==> src/rtl/com_bus_arbiter.sv <==
// -----------------------------------------------------------------------------
// com_bus_arbiter
//
// Round-robin arbiter for the shared common instruction bus. Up to four cache
// blocks request the bus. The arbiter issues a registered one-hot grant and
// keeps it until the owner drops its request. If MAX_HOLD is non-zero, a
// tenure that reaches MAX_HOLD cycles is revoked by force. Between tenures the
// arbiter always inserts TURN_CYCLES idle cycles, so two caches never drive
// Address_Com / Data_Bus_Com / Data_in_Bus in the same cycle.
//
// Parameters
//   NUM_REQ      number of requesters. Fixed at 4, so pointer and ID are 2 bits.
//   MAX_HOLD     maximum number of consecutive grant cycles. 0 disables timeout.
//   TURN_CYCLES  number of all-zero grant cycles between tenures (1..15).
//
// Ports
//   clk          system clock, rising edge
//   rst_n        asynchronous active-low reset; its release is synchronised
//   Com_Bus_Req  level-sensitive request, bit i belongs to cache i
//   Com_Bus_Gnt  one-hot or zero grant, bit i goes to cache i
//   Gnt_valid    OR of the grant bits
//   Gnt_id       index of the current owner; holds the last owner when idle
//   Bus_busy     high while a tenure or a turnaround is in progress
//   Timeout      one-cycle pulse in the first turnaround cycle after a forced
//                revocation
// -----------------------------------------------------------------------------
module com_bus_arbiter #(
  parameter int NUM_REQ     = 4,
  parameter int MAX_HOLD    = 64,
  parameter int TURN_CYCLES = 1
) (
  input  logic               clk,
  input  logic               rst_n,
  input  logic [NUM_REQ-1:0] Com_Bus_Req,
  output logic [NUM_REQ-1:0] Com_Bus_Gnt,
  output logic               Gnt_valid,
  output logic [1:0]         Gnt_id,
  output logic               Bus_busy,
  output logic               Timeout
);

  typedef enum logic [1:0] {
    ST_IDLE  = 2'd0,
    ST_GRANT = 2'd1,
    ST_TURN  = 2'd2
  } state_t;

  localparam logic        TIMEOUT_EN = (MAX_HOLD != 0);
  localparam logic [15:0] HOLD_LIMIT = 16'(MAX_HOLD);
  localparam logic [3:0]  TURN_LOAD  = 4'(TURN_CYCLES - 1);
  localparam logic [15:0] HOLD_SAT   = 16'hFFFF;

  state_t               state_q;
  logic [1:0]           rr_ptr_q;
  logic [15:0]          hold_cnt_q;
  logic [3:0]           turn_cnt_q;
  logic [NUM_REQ-1:0]   gnt_q;
  logic [1:0]           gnt_id_q;
  logic                 timeout_q;
  logic                 run_q;

  logic                 arb_found;
  logic [1:0]           arb_id;
  logic [NUM_REQ-1:0]   arb_onehot;
  logic                 owner_req;
  logic                 release_now;
  logic                 force_now;

  // ---------------------------------------------------------------------------
  // Reset release synchroniser. The flop is cleared asynchronously together
  // with the rest of the state. It then goes high on the first edge after
  // rst_n rises. The FSM only moves while run_q is high, so the first
  // arbitration falls on the second edge after release. That keeps the
  // reset-release edge away from any grant decision.
  // ---------------------------------------------------------------------------
  always_ff @(posedge clk or negedge rst_n) begin
    if (!rst_n) begin
      run_q <= 1'b0;
    end else begin
      run_q <= 1'b1;
    end
  end

  // ---------------------------------------------------------------------------
  // Arbitration: scan from rr_ptr upward, modulo 4. The first set request
  // wins. The 2-bit index wraps by itself.
  // ---------------------------------------------------------------------------
  always_comb begin
    // NOTE: every output of a combinational block gets a default before any
    // conditional assignment; otherwise synthesis infers a latch.
    arb_found = 1'b0;
    arb_id    = rr_ptr_q;
    for (int i = 0; i < NUM_REQ; i++) begin
      if (!arb_found && Com_Bus_Req[rr_ptr_q + 2'(i)]) begin
        arb_found = 1'b1;
        arb_id    = rr_ptr_q + 2'(i);
      end
    end
  end

  assign arb_onehot = {{(NUM_REQ-1){1'b0}}, 1'b1} << arb_id;

  // Release wins over timeout at the same edge: force_now is only true while
  // the owner is still requesting.
  assign owner_req   = Com_Bus_Req[gnt_id_q];
  assign release_now = !owner_req;
  assign force_now   = TIMEOUT_EN && owner_req && (hold_cnt_q == HOLD_LIMIT);

  // ---------------------------------------------------------------------------
  // Main FSM. All outputs come from registers.
  // ---------------------------------------------------------------------------
  // NOTE: sequential state is updated with non-blocking assignments only, so
  // every register samples values from before the edge.
  // NOTE: this FSM has no memory array. Every register is cleared by the
  // asynchronous reset, so the grant drops as soon as rst_n falls, without a
  // clock edge.
  always_ff @(posedge clk or negedge rst_n) begin
    if (!rst_n) begin
      state_q    <= ST_IDLE;
      rr_ptr_q   <= 2'd0;
      hold_cnt_q <= 16'd0;
      turn_cnt_q <= 4'd0;
      gnt_q      <= '0;
      gnt_id_q   <= 2'd0;
      timeout_q  <= 1'b0;
    end else if (run_q) begin
      // Timeout is a single-cycle pulse. It is cleared on every edge unless a
      // forced revocation sets it again below.
      timeout_q <= 1'b0;

      case (state_q)
        ST_IDLE: begin
          if (arb_found) begin
            gnt_q      <= arb_onehot;
            gnt_id_q   <= arb_id;
            hold_cnt_q <= 16'd1;
            state_q    <= ST_GRANT;
          end
        end

        ST_GRANT: begin
          if (release_now || force_now) begin
            // The pointer moves past the owner on either kind of release, so
            // a timed-out requester that keeps requesting comes back last.
            gnt_q      <= '0;
            rr_ptr_q   <= gnt_id_q + 2'd1;
            turn_cnt_q <= TURN_LOAD;
            timeout_q  <= force_now;
            state_q    <= ST_TURN;
          end else if (hold_cnt_q != HOLD_SAT) begin
            hold_cnt_q <= hold_cnt_q + 16'd1;
          end
        end

        ST_TURN: begin
          if (turn_cnt_q != 4'd0) begin
            turn_cnt_q <= turn_cnt_q - 4'd1;
          end else if (arb_found) begin
            // The last turnaround cycle grants directly, without passing
            // through IDLE, so the gap is exactly TURN_CYCLES cycles.
            gnt_q      <= arb_onehot;
            gnt_id_q   <= arb_id;
            hold_cnt_q <= 16'd1;
            state_q    <= ST_GRANT;
          end else begin
            state_q <= ST_IDLE;
          end
        end

        default: begin
          gnt_q   <= '0;
          state_q <= ST_IDLE;
        end
      endcase
    end
  end

  assign Com_Bus_Gnt = gnt_q;
  assign Gnt_valid   = |gnt_q;
  assign Gnt_id      = gnt_id_q;
  assign Bus_busy    = (state_q != ST_IDLE);
  assign Timeout     = timeout_q;

endmodule

==> config.mk <==
export PLATFORM = sky130hd
export DESIGN_NAME = com_bus_arbiter
export DESIGN_NICKNAME = d
export VERILOG_FILES = /design/src/rtl/com_bus_arbiter.sv
export SDC_FILE = /design/constraint.sdc
export NUM_CORES = 1
export LEC_CHECK = 0
export ABC_CLOCK_PERIOD_IN_PS = 2200
export CORE_MARGIN = 4
export CORE_UTILIZATION = 52
export CTS_CLUSTER_SIZE = 8
export DETAILED_ROUTE_END_ITERATION = 8
export PLACE_DENSITY_LB_ADDON = 0.25
export SYNTH_ARGS = -nofsm -noshare
export SYNTH_HDL_FRONTEND = slang
export SYNTH_SLANG_ARGS = --single-unit
==> constraint.sdc <==
create_clock -name clk -period 2.2 [get_ports clk]
set_input_delay 0.44 -clock clk [delete_from_list [all_inputs] [get_ports clk]]
set_output_delay 0.44 -clock clk [all_outputs]
set_load 0.01 [all_outputs]
==> summary.md <==
| Metric | Value |
|---|---|
| Main combinational cell family by area after synthesis | `simple AND/OR/NAND/NOR gates` |
| Clk_lat worst skew | `330 ps` |
| Post-Synth Adder-Cell Area | `0.0205` |
| Yosys reg bits | `32` |
| Initial detailed-routing violation count | `104` |
| Synth area leader | `dfrtp_1` |
| CTS tree | `done` |
| First-pass GRT wire length | `7850 µm` |
| Synth Area in XOR/XNOR | `0.00479` |
| Setup crit start kind | `flop` |
| Worst setup margin | `55.1 ps` |
| Setup crit end kind | `flop` |
| Die Span Y | `67.3 µm` |
| Max VDD drop | `812 µV` |
| CP Class | `reg2reg` |
| Outcome | `complete, no violations` |
| Max Fclk | `466 MHz` |
| Sequential area share after synthesis | `0.438` |
| Top-area cell type share of the netlist area | `0.438` |
| RSZ-0062 raised after global routing | `true` |
| Crit path required time | `2460 ps` |
| Fin crit period | `2140 ps` |
| CORE AREA | `3360 µm²` |
| Syn avg cell area | `8.84 µm²` |
| Crit-path max FO | `11` |
| Port Buffer Count | `14` |
| Clock transition at path regs | `110 ps` |
| Simple-Gate Fraction of Synth Area | `0.296` |
| Total number of vias | `1742` |
| Layout cells sized above 1 | `0.202` |
| Hold_buf cts | `0` |
| Yosys cell types | `39` |
| Setup tns final | `0 ps` |
| CTS sink count | `32` |
| Routed Antenna Nets | `0` |
| Final setup viols | `0` |
| Nets | `256` |
| Largest net degree at the start of global routing | `33` |
| Full die area | `4530 µm²` |
| Clock Skew | `11.5 ps` |
| Layout area overhead | `27.0%` |
| Mapped Nets | `216` |
| Ant. Diodes | `0` |
| Clock buffer depth | `2` |
| Htree depth | `2` |
| IO Count | `15` |
| DR DRC count | `0` |
| Ys Warns | `0` |
| Top FF cell, synth | `dfrtp_1` |
| Main area contributors after synthesis | `dfrtp_1, mux2i_1, nand2_1, a21oi_1, nand2b_1` |
| Initial antenna violation count | `0` |
| Power per Cell Area | `1030 nW/µm²` |
| Vias per cell | `5.95` |
| Post-synth EDFFs | `0` |
| MaxCap Viol Count | `0` |
| Clock root buffer | `clkbuf_4` |
| Final hold violations | `0` |
| First-pass DRT Iterations | `4` |
| TritonCTS Buffers | `5` |
| Vias in the first global route | `1798` |
| Wire per inst | `15.3 µm` |
| Tot GR Track Use | `0.230` |
| Syn Inst Count | `207` |
| Place WS | `-220 ps` |
| Wirelength, routed | `4470 µm` |
| Placement Rows | `21` |
| Number of max-slew violations in the final report | `0` |
| Grt ovf | `0` |
| Worst hold path type | `in2async` |
| DIE WIDTH | `67.3 µm` |
| R2R Setup Slk | `60 ps` |
| Worst R2R Path Depth | `7` |
| Final HPWL from detailed placement | `3260 µm` |
| Synth Area in Compound Gates | `0.145` |
| Synthesized area | `1830 µm²` |
| Mux cell area share after synthesis | `0.0663` |
| Period utilisation layout | `0.975` |
| Fillers | `282` |
| Ys async rst share | `1.00` |
| Leakage power | `0.999 nW` |
| Crit path DAT | `2400 ps` |
| Gp weighted congestion | `0.929` |
| Starting density of the core | `0.544` |
==> final timing paths <==
kind                                      startpoint                   endpoint
min in group clk                 Timeout$_DFFE_PN0P_        Timeout$_DFFE_PN0P_
min reg2reg                      Timeout$_DFFE_PN0P_        Timeout$_DFFE_PN0P_
max                        hold_cnt_q[1]$_DFFE_PN0P_  hold_cnt_q[8]$_DFFE_PN0P_
max reg2reg                hold_cnt_q[1]$_DFFE_PN0P_  hold_cnt_q[8]$_DFFE_PN0P_
min                                            rst_n  hold_cnt_q[4]$_DFFE_PN0P_
max in group asynchronous                      rst_n  turn_cnt_q[3]$_DFFE_PN0P_
==> sequential cells by signal, indices dropped and copies added, names as in the netlist <==
name         cells
Com_Bus_Gnt      4
Gnt_id           2
Timeout          1
hold_cnt_q      16
rr_ptr_q         2
run_q            1
state_q          2
turn_cnt_q       4
==> critical path, stage by stage (launching register included) <==
cell and delay (ps):
dfrtp_1 410, inv_1 80, ha_1 190, nor3b_2 160
and4_1 230, or2_4 310, or4_1 540, a21oi_2 160
==> synthesized netlist by cell type (2+ instances only) <==
cell type,n
or2_2,3
or3_1,4
o221ai_1,2
o2bb2ai_1,4
and3_1,3
a21o_1,2
nand4_1,4
dfrtp_1,32
nor3_1,10
ha_1,3
mux2i_1,11
o21ai_0,10
o31ai_1,5
nor3b_1,2
nand2_1,29
o21a_1,2
nor2_1,10
nor2b_1,6
nand3_1,8
clkbuf_1,4
nor4_1,5
nand2b_1,8
or4_1,5
a21oi_1,13
inv_1,8
==> routing by layer <==
layer	track usage	part of all wire	vias to the layer above
met4	0.0962	0.020	0
met1	0.265	0.41	852
met3	0.0449	0.045	12
met2	0.413	0.52	53
li1	-	-	825
met5	0	0	-
==> report_power, final <==
group	internal, mW	switching, mW
Sequential	0.720	0.128
Clock	0.181	0.196
Combinational	0.570	0.598
Total	1.47	0.921
==> metrics by stage <==
step                total power [mW]  instances  hold slack, ps  utilization  area [µm²]
global placement                1.94        286             468        0.650        2190
finish                          2.39        293             487        0.691        2320
floorplan                       1.45        207             144            -        1830
global route                    2.58        293             511        0.691        2320
detailed placement              1.99        286             478        0.650        2190
CTS                             2.38        293             499        0.671        2260
==> placed cells by master, fill, tap and decap left out, types with 10 or more instances in the layout <==
cell type,instances
nor2_1,10
buf_4,24
dfrtp_1,32
clkdlybuf4s50_1,12
mux2i_1,11
a21oi_1,10
nand2_1,29
o21ai_0,10
==> area by class of cell <==
cell class / instances / area (µm²) / area share
Inverter: 8 / 30.0 / 0.0129
Clock buffer: 7 / 65.1 / 0.0280
Multi-Input combinational cell: 162 / 1050 / 0.451
Timing Repair Buffer: 38 / 322 / 0.138
Tap cell: 46 / 57.6 / 0.0248
Sequential cell: 32 / 801 / 0.345
==> timing repair <==
action                     CTS  global route
gates resized for setup      3            15
setup endpoints to repair    9            21
buffers inserted             0             0
pin swaps                    0             2
==> logic make-up (layout without fill, tap and decap cells) <==
group | count (synthesis) | after routing
xor gates and xnor gates | 1 | 1
other | 1 | 1
adders and majority gates | 3 | 3
muxes | 12 | 12
buffers and inverters | 13 | 53
and+or+nand+nor | 103 | 103
AOI/OAI and AO/OA | 42 | 42
DFF | 32 | 32
Note: power is estimated with default switching activity, not from simulation.
